$ cat src/rtl/le_cmp_pkg.sv
// Shared types and sizing helpers for the serial less-or-equal comparator.
package le_cmp_pkg;

  typedef enum logic [1:0] {
    IDLE,
    SCAN,
    DONE
  } state_t;

  function automatic int digit_count(input int width, input int digit);
    return width / digit;
  endfunction

  // A single-digit configuration still needs a one-bit counter.
  function automatic int cnt_width(input int width, input int digit);
    int n;
    n = width / digit;
    return ($clog2(n) < 1) ? 1 : $clog2(n);
  endfunction

endpackage

$ cat src/rtl/le_serial_cmp_if.sv
// Start/done request bus between a requester and the serial comparator.
interface le_serial_cmp_if #(
  parameter int WIDTH = 8
);
  logic             start;
  logic             mode_lt;
  logic [WIDTH-1:0] a;
  logic [WIDTH-1:0] b;
  logic             busy;
  logic             done;
  logic             le;
  logic             eq;

  modport master (output start, mode_lt, a, b, input busy, done, le, eq);
  modport slave  (input start, mode_lt, a, b, output busy, done, le, eq);
endinterface

$ cat src/rtl/le_digit_cmp.sv
// Combinational compare of one DIGIT-bit slice; invert_msb turns the slice
// into an offset-binary view so two's-complement sign digits order correctly.
module le_digit_cmp #(
  parameter int DIGIT = 2
) (
  input  logic [DIGIT-1:0] da,
  input  logic [DIGIT-1:0] db,
  input  logic             invert_msb,
  output logic             lt,
  output logic             gt
);
  localparam logic [DIGIT-1:0] MSB_MASK = DIGIT'(1) << (DIGIT - 1);

  logic [DIGIT-1:0] da_m;
  logic [DIGIT-1:0] db_m;

  assign da_m = invert_msb ? (da ^ MSB_MASK) : da;
  assign db_m = invert_msb ? (db ^ MSB_MASK) : db;
  assign lt   = da_m < db_m;
  assign gt   = da_m > db_m;
endmodule

$ cat src/rtl/le_serial_cmp.sv
// Multi-cycle a<=b / a<b comparator: scans operands MSB-first, DIGIT bits per
// cycle, with optional exit on the first differing digit.
module le_serial_cmp
  import le_cmp_pkg::*;
#(
  parameter int WIDTH      = 8,
  parameter int DIGIT      = 2,
  parameter bit SIGNED     = 1'b0,
  parameter bit EARLY_EXIT = 1'b1
) (
  input  logic          clk,
  input  logic          rst,
  le_serial_cmp_if.slave bus
);
  localparam int            N    = digit_count(WIDTH, DIGIT);
  localparam int            CW   = cnt_width(WIDTH, DIGIT);
  localparam logic [CW-1:0] LAST = CW'(N - 1);

  state_t           state_q;
  logic [WIDTH-1:0] a_q;
  logic [WIDTH-1:0] b_q;
  logic [CW-1:0]    cnt_q;
  logic             mode_q;
  logic             decided_q;
  logic             lt_q;
  logic             busy_q;
  logic             done_q;
  logic             le_q;
  logic             eq_q;

  logic             dig_lt;
  logic             dig_gt;
  logic             inv_msb;
  logic             decided_d;
  logic             lt_d;
  logic             finish;

  assign inv_msb = SIGNED && (cnt_q == '0);

  le_digit_cmp #(
    .DIGIT(DIGIT)
  ) u_digit (
    .da        (a_q[WIDTH-1 -: DIGIT]),
    .db        (b_q[WIDTH-1 -: DIGIT]),
    .invert_msb(inv_msb),
    .lt        (dig_lt),
    .gt        (dig_gt)
  );

  // Once a difference is seen it is sticky; later digits cannot override it.
  assign decided_d = decided_q | dig_lt | dig_gt;
  assign lt_d      = decided_q ? lt_q : dig_lt;
  assign finish    = (decided_d && EARLY_EXIT) || (cnt_q == LAST);

  always_ff @(posedge clk or posedge rst) begin
    if (rst) begin
      state_q   <= IDLE;
      a_q       <= '0;
      b_q       <= '0;
      cnt_q     <= '0;
      mode_q    <= 1'b0;
      decided_q <= 1'b0;
      lt_q      <= 1'b0;
      busy_q    <= 1'b0;
      done_q    <= 1'b0;
      le_q      <= 1'b0;
      eq_q      <= 1'b0;
    end else begin
      done_q <= 1'b0;
      unique case (state_q)
        IDLE: begin
          if (bus.start) begin
            a_q       <= bus.a;
            b_q       <= bus.b;
            mode_q    <= bus.mode_lt;
            cnt_q     <= '0;
            decided_q <= 1'b0;
            lt_q      <= 1'b0;
            busy_q    <= 1'b1;
            state_q   <= SCAN;
          end
        end
        SCAN: begin
          a_q       <= a_q << DIGIT;
          b_q       <= b_q << DIGIT;
          cnt_q     <= cnt_q + 1'b1;
          decided_q <= decided_d;
          lt_q      <= lt_d;
          if (finish) begin
            state_q <= DONE;
            done_q  <= 1'b1;
            eq_q    <= ~decided_d;
            le_q    <= decided_d ? lt_d : ~mode_q;
          end
        end
        DONE: begin
          busy_q  <= 1'b0;
          state_q <= IDLE;
        end
        default: state_q <= IDLE;
      endcase
    end
  end

  assign bus.busy = busy_q;
  assign bus.done = done_q;
  assign bus.le   = le_q;
  assign bus.eq   = eq_q;
endmodule

$ cat src/flat_wrapper.sv
// flat-port wrapper written by rule: the top's interface ports become plain ports
module le_serial_cmp_flat import le_cmp_pkg::*;
#(
  parameter int WIDTH      = 8,
  parameter int DIGIT      = 2,
  parameter bit SIGNED     = 1'b0,
  parameter bit EARLY_EXIT = 1'b1
)
  (clk, rst, bus_start, bus_mode_lt, bus_a, bus_b, bus_busy, bus_done, bus_le, bus_eq);
  le_serial_cmp_if #(.WIDTH(WIDTH)) bus_i ();
  input  logic clk;
  input  logic rst;
  input wire logic [$bits(bus_i.start)-1:0] bus_start;
  input wire logic [$bits(bus_i.mode_lt)-1:0] bus_mode_lt;
  input wire logic [$bits(bus_i.a)-1:0] bus_a;
  input wire logic [$bits(bus_i.b)-1:0] bus_b;
  output wire logic [$bits(bus_i.busy)-1:0] bus_busy;
  output wire logic [$bits(bus_i.done)-1:0] bus_done;
  output wire logic [$bits(bus_i.le)-1:0] bus_le;
  output wire logic [$bits(bus_i.eq)-1:0] bus_eq;
  assign bus_i.start = bus_start;
  assign bus_i.mode_lt = bus_mode_lt;
  assign bus_i.a = bus_a;
  assign bus_i.b = bus_b;
  assign bus_busy = bus_i.busy;
  assign bus_done = bus_i.done;
  assign bus_le = bus_i.le;
  assign bus_eq = bus_i.eq;
  le_serial_cmp #(.WIDTH(WIDTH), .DIGIT(DIGIT), .SIGNED(SIGNED), .EARLY_EXIT(EARLY_EXIT)) u_core (.clk(clk), .rst(rst), .bus(bus_i));
endmodule
$ cat config.mk
export PLATFORM = sky130hd
export DESIGN_NAME = le_serial_cmp_flat
export DESIGN_NICKNAME = d
export VERILOG_FILES = /design/src/rtl/le_cmp_pkg.sv /design/src/rtl/le_serial_cmp_if.sv /design/src/rtl/le_digit_cmp.sv /design/src/rtl/le_serial_cmp.sv /design/src/flat_wrapper.sv
export SDC_FILE = /design/constraint.sdc
export NUM_CORES = 1
export LEC_CHECK = 0
export ABC_AREA = 0
export BUFFER_PORTS_ARGS = -buffer_cell sky130_fd_sc_hd__buf_4
export CAP_MARGIN = 5
export CORE_AREA = 2 2 55 57
export CTS_BUF_LIST = sky130_fd_sc_hd__clkbuf_8
export CTS_CLUSTER_SIZE = 14
export DETAILED_ROUTE_END_ITERATION = 6
export DIE_AREA = 0 0 57 59
export GPL_ROUTABILITY_DRIVEN = 0
export PLACE_DENSITY = 0.68
export REMOVE_ABC_BUFFERS = 1
export SYNTH_ARGS = -nofsm -noshare
export SYNTH_HDL_FRONTEND = slang
export SYNTH_SLANG_ARGS = --single-unit
$ cat constraint.sdc
create_clock -name clk -period 1.6 [get_ports clk]
set_input_delay 0.32 -clock clk [delete_from_list [all_inputs] [get_ports clk]]
set_output_delay 0.32 -clock clk [all_outputs]
set_load 0.01 [all_outputs]
==> results of run 1 <==
==> logic make-up (layout without fill, tap and decap cells) <==
kind of cell | after synthesis | in the layout | synth area share, %
compound gates | 43 | 43 | 26.3
fa+ha+maj | 3 | 3 | 2.85
buf+inv | 12 | 37 | 5.88
flops | 27 | 27 | 51.2
mux | 1 | 1 | 1.14
simple gates | 32 | 32 | 12.6
==> layout by cell type, fill, tap and decap left out, types with 2 or more instances in the layout <==
cell and instances:
o21ai_2 8, inv_1 5, ha_1 3, buf_4 28, nor2_1 4, dfrtp_1 27
a22o_1 5, and3b_1 2, clkbuf_8 3, a22oi_1 9, nand2b_1 4, a21oi_1 4
o21ai_1 4, o21ai_0 3, nand2_1 16, a22oi_2 2, o21a_1 2
==> worst max path at each step <==
stage                     cells after the start                end  slack, ns
after floorplan                               3      u_core.mode_q       0.22
after detailed placement                      5  u_core.state_q[0]       0.23
after CTS                                     5  u_core.state_q[0]       0.22
after global placement                        5   u_core.decided_q       0.27
final                                         3      u_core.bus.le       0.22
after global routing                          3      u_core.bus.eq       0.08
==> routing by layer <==
metal  up-vias  global-route usage (%)
met1       457                    23.5
met2        18                    27.3
met4         0                    8.97
met5         -                       0
li1        468                       -
met3         4                    1.97
==> worst max-delay path, delay by kind of cell, from the launching register on <==
family,cells,cell delay (ns)
compound gates,1,0.15
flops,1,0.60
simple gates,2,0.55
==> power by group <==
group	total, mW	leakage [nW]	switching, mW	internal, mW
clock	0.402	0.0217	0.225	0.177
sequential	1.23	0.340	0.246	0.985
combinational	1.17	0.369	0.605	0.564
==> through the flow <==
step           total power [mW]  setup slack (ns)  instances
2_1_floorplan              2.03             0.218        111
3_3_place_gp               2.38             0.268        170
3_5_place_dp               2.43             0.233        170
4_1_cts                    2.83             0.215        174
5_1_grt                    3.03            0.0768        174
6_report                   2.80             0.223        174
==> state kept, by name, summed over array words and instances (netlist names) <==
register and count:
u_core.bus.done 1, u_core.mode_q 1, u_core.a_q 8, u_core.bus.eq 1, u_core.decided_q 1, u_core.cnt_q 2, u_core.b_q 8, u_core.state_q 2
u_core.bus.busy 1, u_core.lt_q 1, u_core.bus.le 1
==> layout make-up <==
cell class	instances	area (sq um)	area share [%]
inverter	5	18.8	1.20
clock inverter	1	7.51	0.482
clock buffer	3	41.3	2.65
tap	31	38.8	2.49
sequential	27	676	43.4
multi-input combinational	79	566	36.3
timing repair buffer	28	210	13.5
==> summary.md, run 1 <==
| Metric | Value |
|---|---|
| Area Growth Syn to Fin | 18.1% |
| Ys Warns | 0 |
| Most frequent cell after synthesis | dfrtp_1 |
| Setup TNS | 0 ns |
| Gate Count Post-Synth | 118 |
| Clock Root Buffer | clkbuf_8 |
| Top Metal Used | met4 |
| DRT iter0 DRCs | 12 |
| Largest net degree at the start of global routing | 28 |
| DR DRC count | 0 |
| Worst-Skew Late Latency | 0.28 ns |
| Sequential fraction of the synthesis area | 51.2% |
| Met3 Routed Length | 79 um |
| Status | finished, final reports clean |
| Synth area leader | dfrtp_1 |
| Aggregate global routing overflow | 0 |
| Wl on met1 | 1.20 mm |
| Fin crit share | 86.1% |
| Syn avg cell area | 11.2 sq um |
| FF-to-FF path depth | 3 |
| Number of routed nets with antenna violations | 0 |
| Die area | 3360 sq um |
| Via-to-Cell Ratio | 5.44 |
| Worst-path clk slew | 0.10 ns |
| Peak supply drop | 1.02 mV |
| R2R setup slack | 0.22 ns |
| Crit path launch | u_core.state_q[0] |
| Max Cap Viol | 0 |
| CP max-delay cell | dfrtp_1 |
| Crit Path Max Fanout | 10 |
| Hold WC Path Type | input pin to asynchronous set/reset pin |
| Cell area after layout | 1560 sq um |
| Vias in the first global route | 941 |
| Seq cells post-synth | 27 |
| First-pass GRT wire length | 4.42 mm |
| Top-area cell type share of the netlist area | 51.2% |
| Cell area after synthesis | 1320 sq um |
| CTS Buf Count | 3 |
| Setup Buffers After CTS | 0 |
| Die height | 59 um |
| Worst slew margin | 69.2% |
| DR WL met2 | 1.17 mm |
| Top cells by count, synth | dfrtp_1, nand2_1, a22oi_1 |
| Diodes inserted | 0 |
| Initial antenna violation count | 0 |
| Crit Path Category | flop to flop |
| Critical Path AT | 1.57 ns |
| DR vias | 947 |
| Max stage delay on crit path | 0.60 ns |
| Setup violators final | 0 |
| Leakage | 0.730 nW |
| Pwr dens | 1800 nW/um^2 |
| Site row count | 19 |
| Final nets | 167 |
| R2R Path End | u_core.bus.le |
| # H-tree levels | 1 |
| Layout cells sized above 1 | 34.3% |
| Core Box Area | 2710 sq um |
| Final wirelength | 2.51 mm |
| Finished Core Util | 57.5% |
| Detailed Routing Iterations Pass 1 | 4 |
| Final Skew | 0.00615 ns |
| Starting Density | 48.7% |
| Worst Setup Start Kind | flop |
| CP endpoint kind | flop |
| Avg WL per Cell | 14.4 um |
| GRT Overall Usage | 17.2% |
| CTS tree | yes |
| Horiz. Die Dim | 57 um |
| Fill count | 253 |
| Number of synthesized flops with an enable pin | 0 |
| Clock sink count | 27 |
| Max Buffers Root-to-Sink | 2 |
| Unrepaired setup endpoints after global routing | false |
| Achievable Freq | 726 MHz |
| Fin. max-slew vios | 0 |
| RR Startpoint | u_core.state_q[0] |
| Hpwl dp | 1.84 mm |
| Count of final hold-check violations | 0 |
| Most used flip-flop cell after synthesis | dfrtp_1 |
| Post-layout min period | 1.38 ns |
| Hold slack | 0.0945 ns |
| Worst Tran Pin Value | 0.461 ns |
| Top Ports | 24 |
| Synth cell types | 31 |
| Post-synth ARST share | 100% |
| Number of port buffers | 23 |
| CP cell instances | nor2b_1 > nor2_1 > a211oi_2 |
| CP required | 1.80 ns |
| Post-CTS sizing | 0 |
| Area of placed instances | 1510 sq um |
| Cts hold-fix bufs | 0 |
| Area contributors post-synth | dfrtp_1, o21ai_2, a22oi_1, nand2_1, a22o_1 |
No activity file was read; power rests on OpenSTA's default activity.
==> inputs of run 2 (changes only) <==
--- a/config.mk
+++ b/config.mk
@@ -8,13 +8,13 @@
 export ABC_AREA = 0
 export BUFFER_PORTS_ARGS = -buffer_cell sky130_fd_sc_hd__buf_4
 export CAP_MARGIN = 5
-export CORE_AREA = 2 2 55 57
+export CORE_AREA = 2 2 61 63
 export CTS_BUF_LIST = sky130_fd_sc_hd__clkbuf_8
 export CTS_CLUSTER_SIZE = 14
 export DETAILED_ROUTE_END_ITERATION = 6
-export DIE_AREA = 0 0 57 59
+export DIE_AREA = 0 0 63 65
 export GPL_ROUTABILITY_DRIVEN = 0
-export PLACE_DENSITY = 0.68
+export PLACE_DENSITY = 0.57
 export REMOVE_ABC_BUFFERS = 1
 export SYNTH_ARGS = -nofsm -noshare
 export SYNTH_HDL_FRONTEND = slang
==> run 2 against run 1 <==
  * Final area up 1.7%
  * Clock power decreased by 3%
  * First-iteration DRC count increased by 67%
  * Final cell count increased by 10%
  * Flip-flop and latch count unchanged
  * Register-to-register slack improved by 0.02 ns
  * Setup slack gained 0.018 ns
  * Wire length up 4.1%
  * Critical path depth stayed put
  * Utilization shrank 12 points
  * Via count up 1.7%
  * Power grew 0.33%
==> summary.md, run 2 (synthesis gave the netlist of run 1 again) <==
| Metric | Value |
|---|---|
| Count of final hold-check violations | 0 (unchanged) |
| Max Cap Viol | 0 (unchanged) |
| Fin. max-slew vios | 0 (unchanged) |
| Hpwl dp | 1.92 mm (+4.6%) |
| Pre-CTS setup slack | 0.239 ns (+0.00551 ns) |
| CP max-delay cell | dfrtp_1 |
| DRT iter0 DRCs | 20 (+8) |
| Clock Root Buffer | clkbuf_8 |
| Fin crit share | 84.9% (-1.1 points) |
| Pwr dens | 1770 nW/um^2 (-1.3%) |
| CP required | 1.77 ns (-0.03 ns) |
| GRT Overall Usage | 14.7% (-2.5 points) |
| Via-to-Cell Ratio | 5.02 (-7.8%) |
| Area Growth Syn to Fin | 20.1% |
| Met3 Routed Length | 100 um (+27%) |
| Clk network pwr share | 13.9% (-0.4 points) |
| # H-tree levels | 1 (unchanged) |
| Setup Buffers After CTS | 0 (unchanged) |
| Final wirelength | 2.61 mm (+4.1%) |
| CP cell instances | nand2b_1 > nor2_4 > mux2_4 |
| Number of port buffers | 23 (unchanged) |
| Worst Setup Start Kind | flop |
| CTS tree | yes |
| Largest net degree at the start of global routing | 28 (unchanged) |
| Peak supply drop | 0.692 mV (-32%) |
| Number of routed nets with antenna violations | 0 (unchanged) |
| Cell-internal power | 1.74 mW (+0.75%) |
| Die height | 65 um (+10%) |
| Commonest non-fill, non-tap cells in the layout | buf_4, dfrtp_1, nand2_1 |
| Top Metal Used | met4 |
| Post-layout min period | 1.36 ns (-0.0180 ns) |
| Layout cells sized above 1 | 34.7% (+0.46 points) |
| NetSw | 1.07 mW (-0.35%) |
| Finished Core Util | 45.3% (-12 points) |
| DR vias | 963 (+1.7%) |
| Status | finished, final reports clean |
| Largest delay share family, worst path | flip-flops |
| Worst-Skew Late Latency | 0.28 ns (about the same) |
| Crit Path Category | flop to flop |
| Post-CTS sizing | 0 (unchanged) |
| Site row count | 22 (+3) |
| Horiz. Die Dim | 63 um (+11%) |
| Crit path buf inv count | 0 (unchanged) |
| Total power | 2.81 mW (+0.33%) |
| Max Buffers Root-to-Sink | 2 (unchanged) |
| Sw frac | 38.1% (-0.26 points) |
| Max stage delay on crit path | 0.52 ns (-0.08 ns) |
| CTS Buf Count | 3 (unchanged) |
| Wl on met1 | 1.20 mm (+0.25%) |
| Initial antenna violation count | 0 (unchanged) |
| Seq pwr share | 43.5% (-0.4 points) |
| Largest regs | u_core.a_q: 8 flops, u_core.b_q: 8 flops |
| Setup violators final | 0 (unchanged) |
| Starting Density | 37.7% (-11 points) |
| Worst Tran Pin Value | 0.473 ns (+0.0129 ns) |
| Achievable Freq | 736 MHz (+1.3%) |
| CP endpoint kind | flop |
| Leakage | 0.739 nW (+1.2%) |
| Hold WC Path Type | input pin to asynchronous set/reset pin |
| Clock sink count | 27 (unchanged) |
| Avg WL per Cell | 13.6 um (-5.6%) |
| Top Ports | 24 (unchanged) |
| Detailed Routing Iterations Pass 1 | 4 (unchanged) |
| Final nets | 168 (+0.60%) |
| Core Box Area | 3500 sq um (+29%) |
| DR DRC count | 0 (unchanged) |
| Diodes inserted | 0 (unchanged) |
| Final Skew | 0.00472 ns (-0.00143 ns) |
| Setup TNS | 0 ns (unchanged) |
| First-pass GRT wire length | 4.73 mm (+6.9%) |
| Setup WS post-layout | 0.241 ns (+0.0180 ns) |
| DR WL met2 | 1.26 mm (+7.6%) |
| Cts hold-fix bufs | 0 (unchanged) |
| Aggregate global routing overflow | 0 (unchanged) |
| Vias in the first global route | 1043 (+11%) |
| Crit Path Max Fanout | 10 (unchanged) |
| Unrepaired setup endpoints after global routing | false |
| Hold slack | 0.0916 ns (-0.00287 ns) |
| Comb power frac | 42.6% (+0.9 points) |
| Worst-path clk slew | 0.09 ns (about the same) |
| Critical Path AT | 1.53 ns (-0.04 ns) |
| Worst slew margin | 68.4% (-0.86 points) |
| Die area | 4100 sq um (+22%) |
| Commonest non-fill, non-tap cell in the layout | buf_4 |
run 2: cell types whose count changed in the layout (fill, tap and decap cells not counted):
| cell | before | now |
|---|---|---|
| buf_4 | 28 | 29 |
| clkinv_2 | 0 | 1 |
| clkinvlp_4 | 1 | 0 |
run 2: worst paths after layout:
kind	from	endpoint	slack (ns)	cells past startpoint
hold / removal	rst	u_core.b_q[7]	0.09	3
min in group clk	bus_a[1]	u_core.a_q[1]	0.26	2
max in group asynchronous	rst	u_core.bus.eq	1.25	3
setup / recovery	u_core.state_q[0]	u_core.mode_q	0.24	3
hold reg to reg	u_core.cnt_q[0]	u_core.cnt_q[0]	0.48	1
setup reg to reg	u_core.state_q[0]	u_core.mode_q	0.24	3
run 2: layer usage:
metal | GRT usage (%) | vias up
met4 | 5.83 | 0
met3 | 2.43 | 5
met2 | 25.0 | 17
met1 | 18.7 | 470
met5 | 0 | -
li1 | - | 471
run 2: metrics by stage:
step                      instances  cell area, sq um
final                           192              1580
after global routing            192              1580
after CTS                       192              1580
after detailed placement        188              1540
after global placement          188              1540
after floorplan                 111              1260
run 2: final cells by class:
type,count,area [sq um]
Timing Repair Buffer,29,218
Multi-Input combinational cell,79,566
Inverter,5,18.8
Tap cell,48,60.1
Clock buffer,3,41.3
Fill cell,334,1910
Sequential cell,27,676
Clock inverter,1,5.00
run 2: power groups by stage:
stage | clock, mW | combinational, mW | sequential, mW
after floorplan | 0 | 0.783 | 1.25
after global placement | 0 | 1.19 | 1.23
after detailed placement | 0 | 1.22 | 1.24
after CTS | 0.406 | 1.22 | 1.23
after global routing | 0.434 | 1.35 | 1.27
final | 0.391 | 1.20 | 1.22
run 2: tightest hold or removal path, stage by stage:
cell   delay (ns)
buf_4        0.11
inv_1        0.04
buf_4        0.31
==> inputs of run 3 (changes only) <==
==> constraint.sdc (replaced) <==
create_clock -name clk -period 1.3 [get_ports clk]
set_input_delay 0.26 -clock clk [delete_from_list [all_inputs] [get_ports clk]]
set_output_delay 0.26 -clock clk [all_outputs]
set_load 0.01 [all_outputs]
==> run 3 against run 2 <==
  * Flip-flop and latch count is the same
  * Wire length down 2.6%
  * Final area up 5.3%
  * Largest power group is now combinational logic
  * Setup slack got worse by 0.23 ns
  * Sequential power is 20% higher
  * Die area is the same
  * Non-clock buffer count increased by 5
==> summary.md, run 3 (synthesis gave the netlist of run 1 again) <==
| Metric | Value |
|---|---|
| Commonest non-fill, non-tap cell in the layout | buf_4 |
| Achievable Freq | 774 MHz (+5.1%) |
| Count of final hold-check violations | 0 (unchanged) |
| Number of routed nets with antenna violations | 0 (unchanged) |
| Layout cells sized above 1 | 40.3% (+5.5 points) |
| CP cell instances | ha_1 > and3b_2 > and3_4 > a211oi_2 |
| Worst Tran Pin Value | 0.352 ns (-0.121 ns) |
| Number of port buffers | 23 (unchanged) |
| Worst Setup Start Kind | flop |
| Diodes inserted | 0 (unchanged) |
| Horiz. Die Dim | 63 um (unchanged) |
| Pwr dens | 2210 nW/um^2 (+24%) |
| Clock Root Buffer | clkbuf_8 |
| Aggregate global routing overflow | 0 (unchanged) |
| Largest net degree at the start of global routing | 28 (unchanged) |
| Comb power frac | 47.2% (+4.6 points) |
| Cell area after layout | 1670 sq um (+5.3%) |
| Clock sink count | 27 (unchanged) |
| NetSw | 1.38 mW (+29%) |
| Pre-CTS setup slack | -0.0275 ns (-0.266 ns) |
| Setup TNS | 0 ns (unchanged) |
| Hold slack | 0.0432 ns (-0.0484 ns) |
| Unrepaired setup endpoints after global routing | true |
| Critical Path AT | 1.48 ns (-0.05 ns) |
| GRT Overall Usage | 13.9% (-0.82 points) |
| Die height | 65 um (unchanged) |
| Via-to-Cell Ratio | 4.91 (-2.1%) |
| Top Ports | 24 (unchanged) |
| Crit Path Max Fanout | 3 (-7) |
| Fill count | 342 (+2.4%) |
| Cell-internal power | 2.31 mW (+33%) |
| Setup violators final | 0 (unchanged) |
| CP max-delay cell | dfrtp_1 |
| Max stage delay on crit path | 0.39 ns (-0.13 ns) |
| Fin. max-slew vios | 0 (unchanged) |
| Setup Buffers After CTS | 0 (unchanged) |
| Setup WS post-layout | 0.00749 ns (-0.234 ns) |
| Final Skew | 0.00306 ns (-0.00166 ns) |
| Status | finished, final reports clean |
| Hold WC Path Type | input pin to asynchronous set/reset pin |
| # H-tree levels | 1 (unchanged) |
| Fin crit share | 99.4% (+14 points) |
| First-pass GRT wire length | 4.53 mm (-4.1%) |
| Avg WL per Cell | 12.9 um (-5.1%) |
| DR DRC count | 0 (unchanged) |
| Post-layout min period | 1.29 ns (-0.0665 ns) |
| Area Growth Syn to Fin | 26.5% |
| CP required | 1.49 ns (-0.28 ns) |
| Max Cap Viol | 0 (unchanged) |
| Clk network pwr share | 13.0% (-0.9 points) |
| Commonest non-fill, non-tap cells in the layout | buf_4, dfrtp_1, nand2_1 |
| Initial antenna violation count | 0 (unchanged) |
| Final wirelength | 2.55 mm (-2.6%) |
| Starting Density | 37.7% (unchanged) |
| CTS Buf Count | 3 (unchanged) |
| Largest delay share family, worst path | simple AND/OR/NAND/NOR gates |
| CP endpoint kind | flop |
| Die area | 4100 sq um (unchanged) |
| Site row count | 22 (unchanged) |
| Hpwl dp | 1.87 mm (-2.7%) |
| Peak supply drop | 0.809 mV (+17%) |
| Detailed Routing Iterations Pass 1 | 4 (unchanged) |
| Final nets | 173 (+3.0%) |
| Worst slew margin | 76.5% (+8.2 points) |
| Multi-input gate area | 599 sq um (+6.0%) |
| R2R setup slack | 0.007 ns (-0.23 ns) |
| Worst-path clk slew | 0.10 ns (about the same) |
| Worst-Skew Late Latency | 0.27 ns (about the same) |
| DRT iter0 DRCs | 20 (unchanged) |
| Crit Path Category | flop to flop |
| Max Buffers Root-to-Sink | 2 (unchanged) |
| Largest regs | u_core.a_q: 8 flops, u_core.b_q: 8 flops |
| DR vias | 967 (+0.42%) |
| Seq pwr share | 39.7% (-3.8 points) |
| Area of placed instances | 1590 sq um (+3.3%) |
| Storage cell area | 676 sq um (unchanged) |
| CTS tree | yes |
| Crit path buf inv count | 0 (unchanged) |
| Core Box Area | 3500 sq um (unchanged) |
| Leakage | 0.772 nW (+4.4%) |
| Sw frac | 37.4% (-0.74 points) |
| Vias in the first global route | 964 (-7.6%) |
==> run 3: cell type report <==
cell class / count / area share [%]
inverters: 5 / 1.13
clock inverters: 1 / 0.300
repair buffers: 34 / 16.1
flip-flops and latches: 27 / 40.5
multi-input cells: 79 / 35.9
well taps: 48 / 3.60
clock buffers: 3 / 2.48
==> run 3: path summary, 6_finish.rpt <==
check	start	to	depth (start not counted)
setup / recovery	u_core.b_q[6]	u_core.bus.le	4
hold / removal	rst	u_core.b_q[5]	3
setup reg to reg	u_core.b_q[6]	u_core.bus.le	4
hold reg to reg	u_core.a_q[4]	u_core.a_q[4]	2
max in group asynchronous	rst	u_core.a_q[2]	3
min in group clk	bus_b[1]	u_core.b_q[1]	2
==> run 3: tightest hold or removal path, cell delays in order <==
cell and delay (ns):
buf_4 0.10, inv_1 0.04, buf_4 0.32
==> run 3: power groups by stage <==
stage | Combinational [mW] | Clock [mW] | Sequential, mW
3_5_place_dp | 1.66 | 0 | 1.48
3_3_place_gp | 1.64 | 0 | 1.45
6_report | 1.74 | 0.481 | 1.46
4_1_cts | 1.70 | 0.491 | 1.46
5_1_grt | 1.96 | 0.516 | 1.51
2_1_floorplan | 0.963 | 0 | 1.54
==> run 3: what timing repair did <==
action                     in CTS  in global routing
gates resized for setup         3                  3
cloned                          0                  0
setup endpoints to repair       5                  5
pin swaps                       3                  2
hold buffers                    0                  0
==> run 3: metal layers <==
metal  share of wire (%)  vias up  track usage (%)
li1                    -      479                -
met1                  45      468             18.7
met4                0.90        0             5.00
met2                  50       18             23.0
met3                 3.5        2             1.74
met5                   0        -                0
==> run 3: per-stage QoR <==
| step | instances | utilization (%) | power [mW] |
|---|---|---|---|
| floorplan | 111 | - | 2.50 |
| global placement | 193 | 45.4 | 3.09 |
| detailed placement | 193 | 45.4 | 3.13 |
| CTS | 197 | 47.0 | 3.65 |
| global route | 197 | 47.7 | 3.98 |
| finish | 197 | 47.7 | 3.68 |
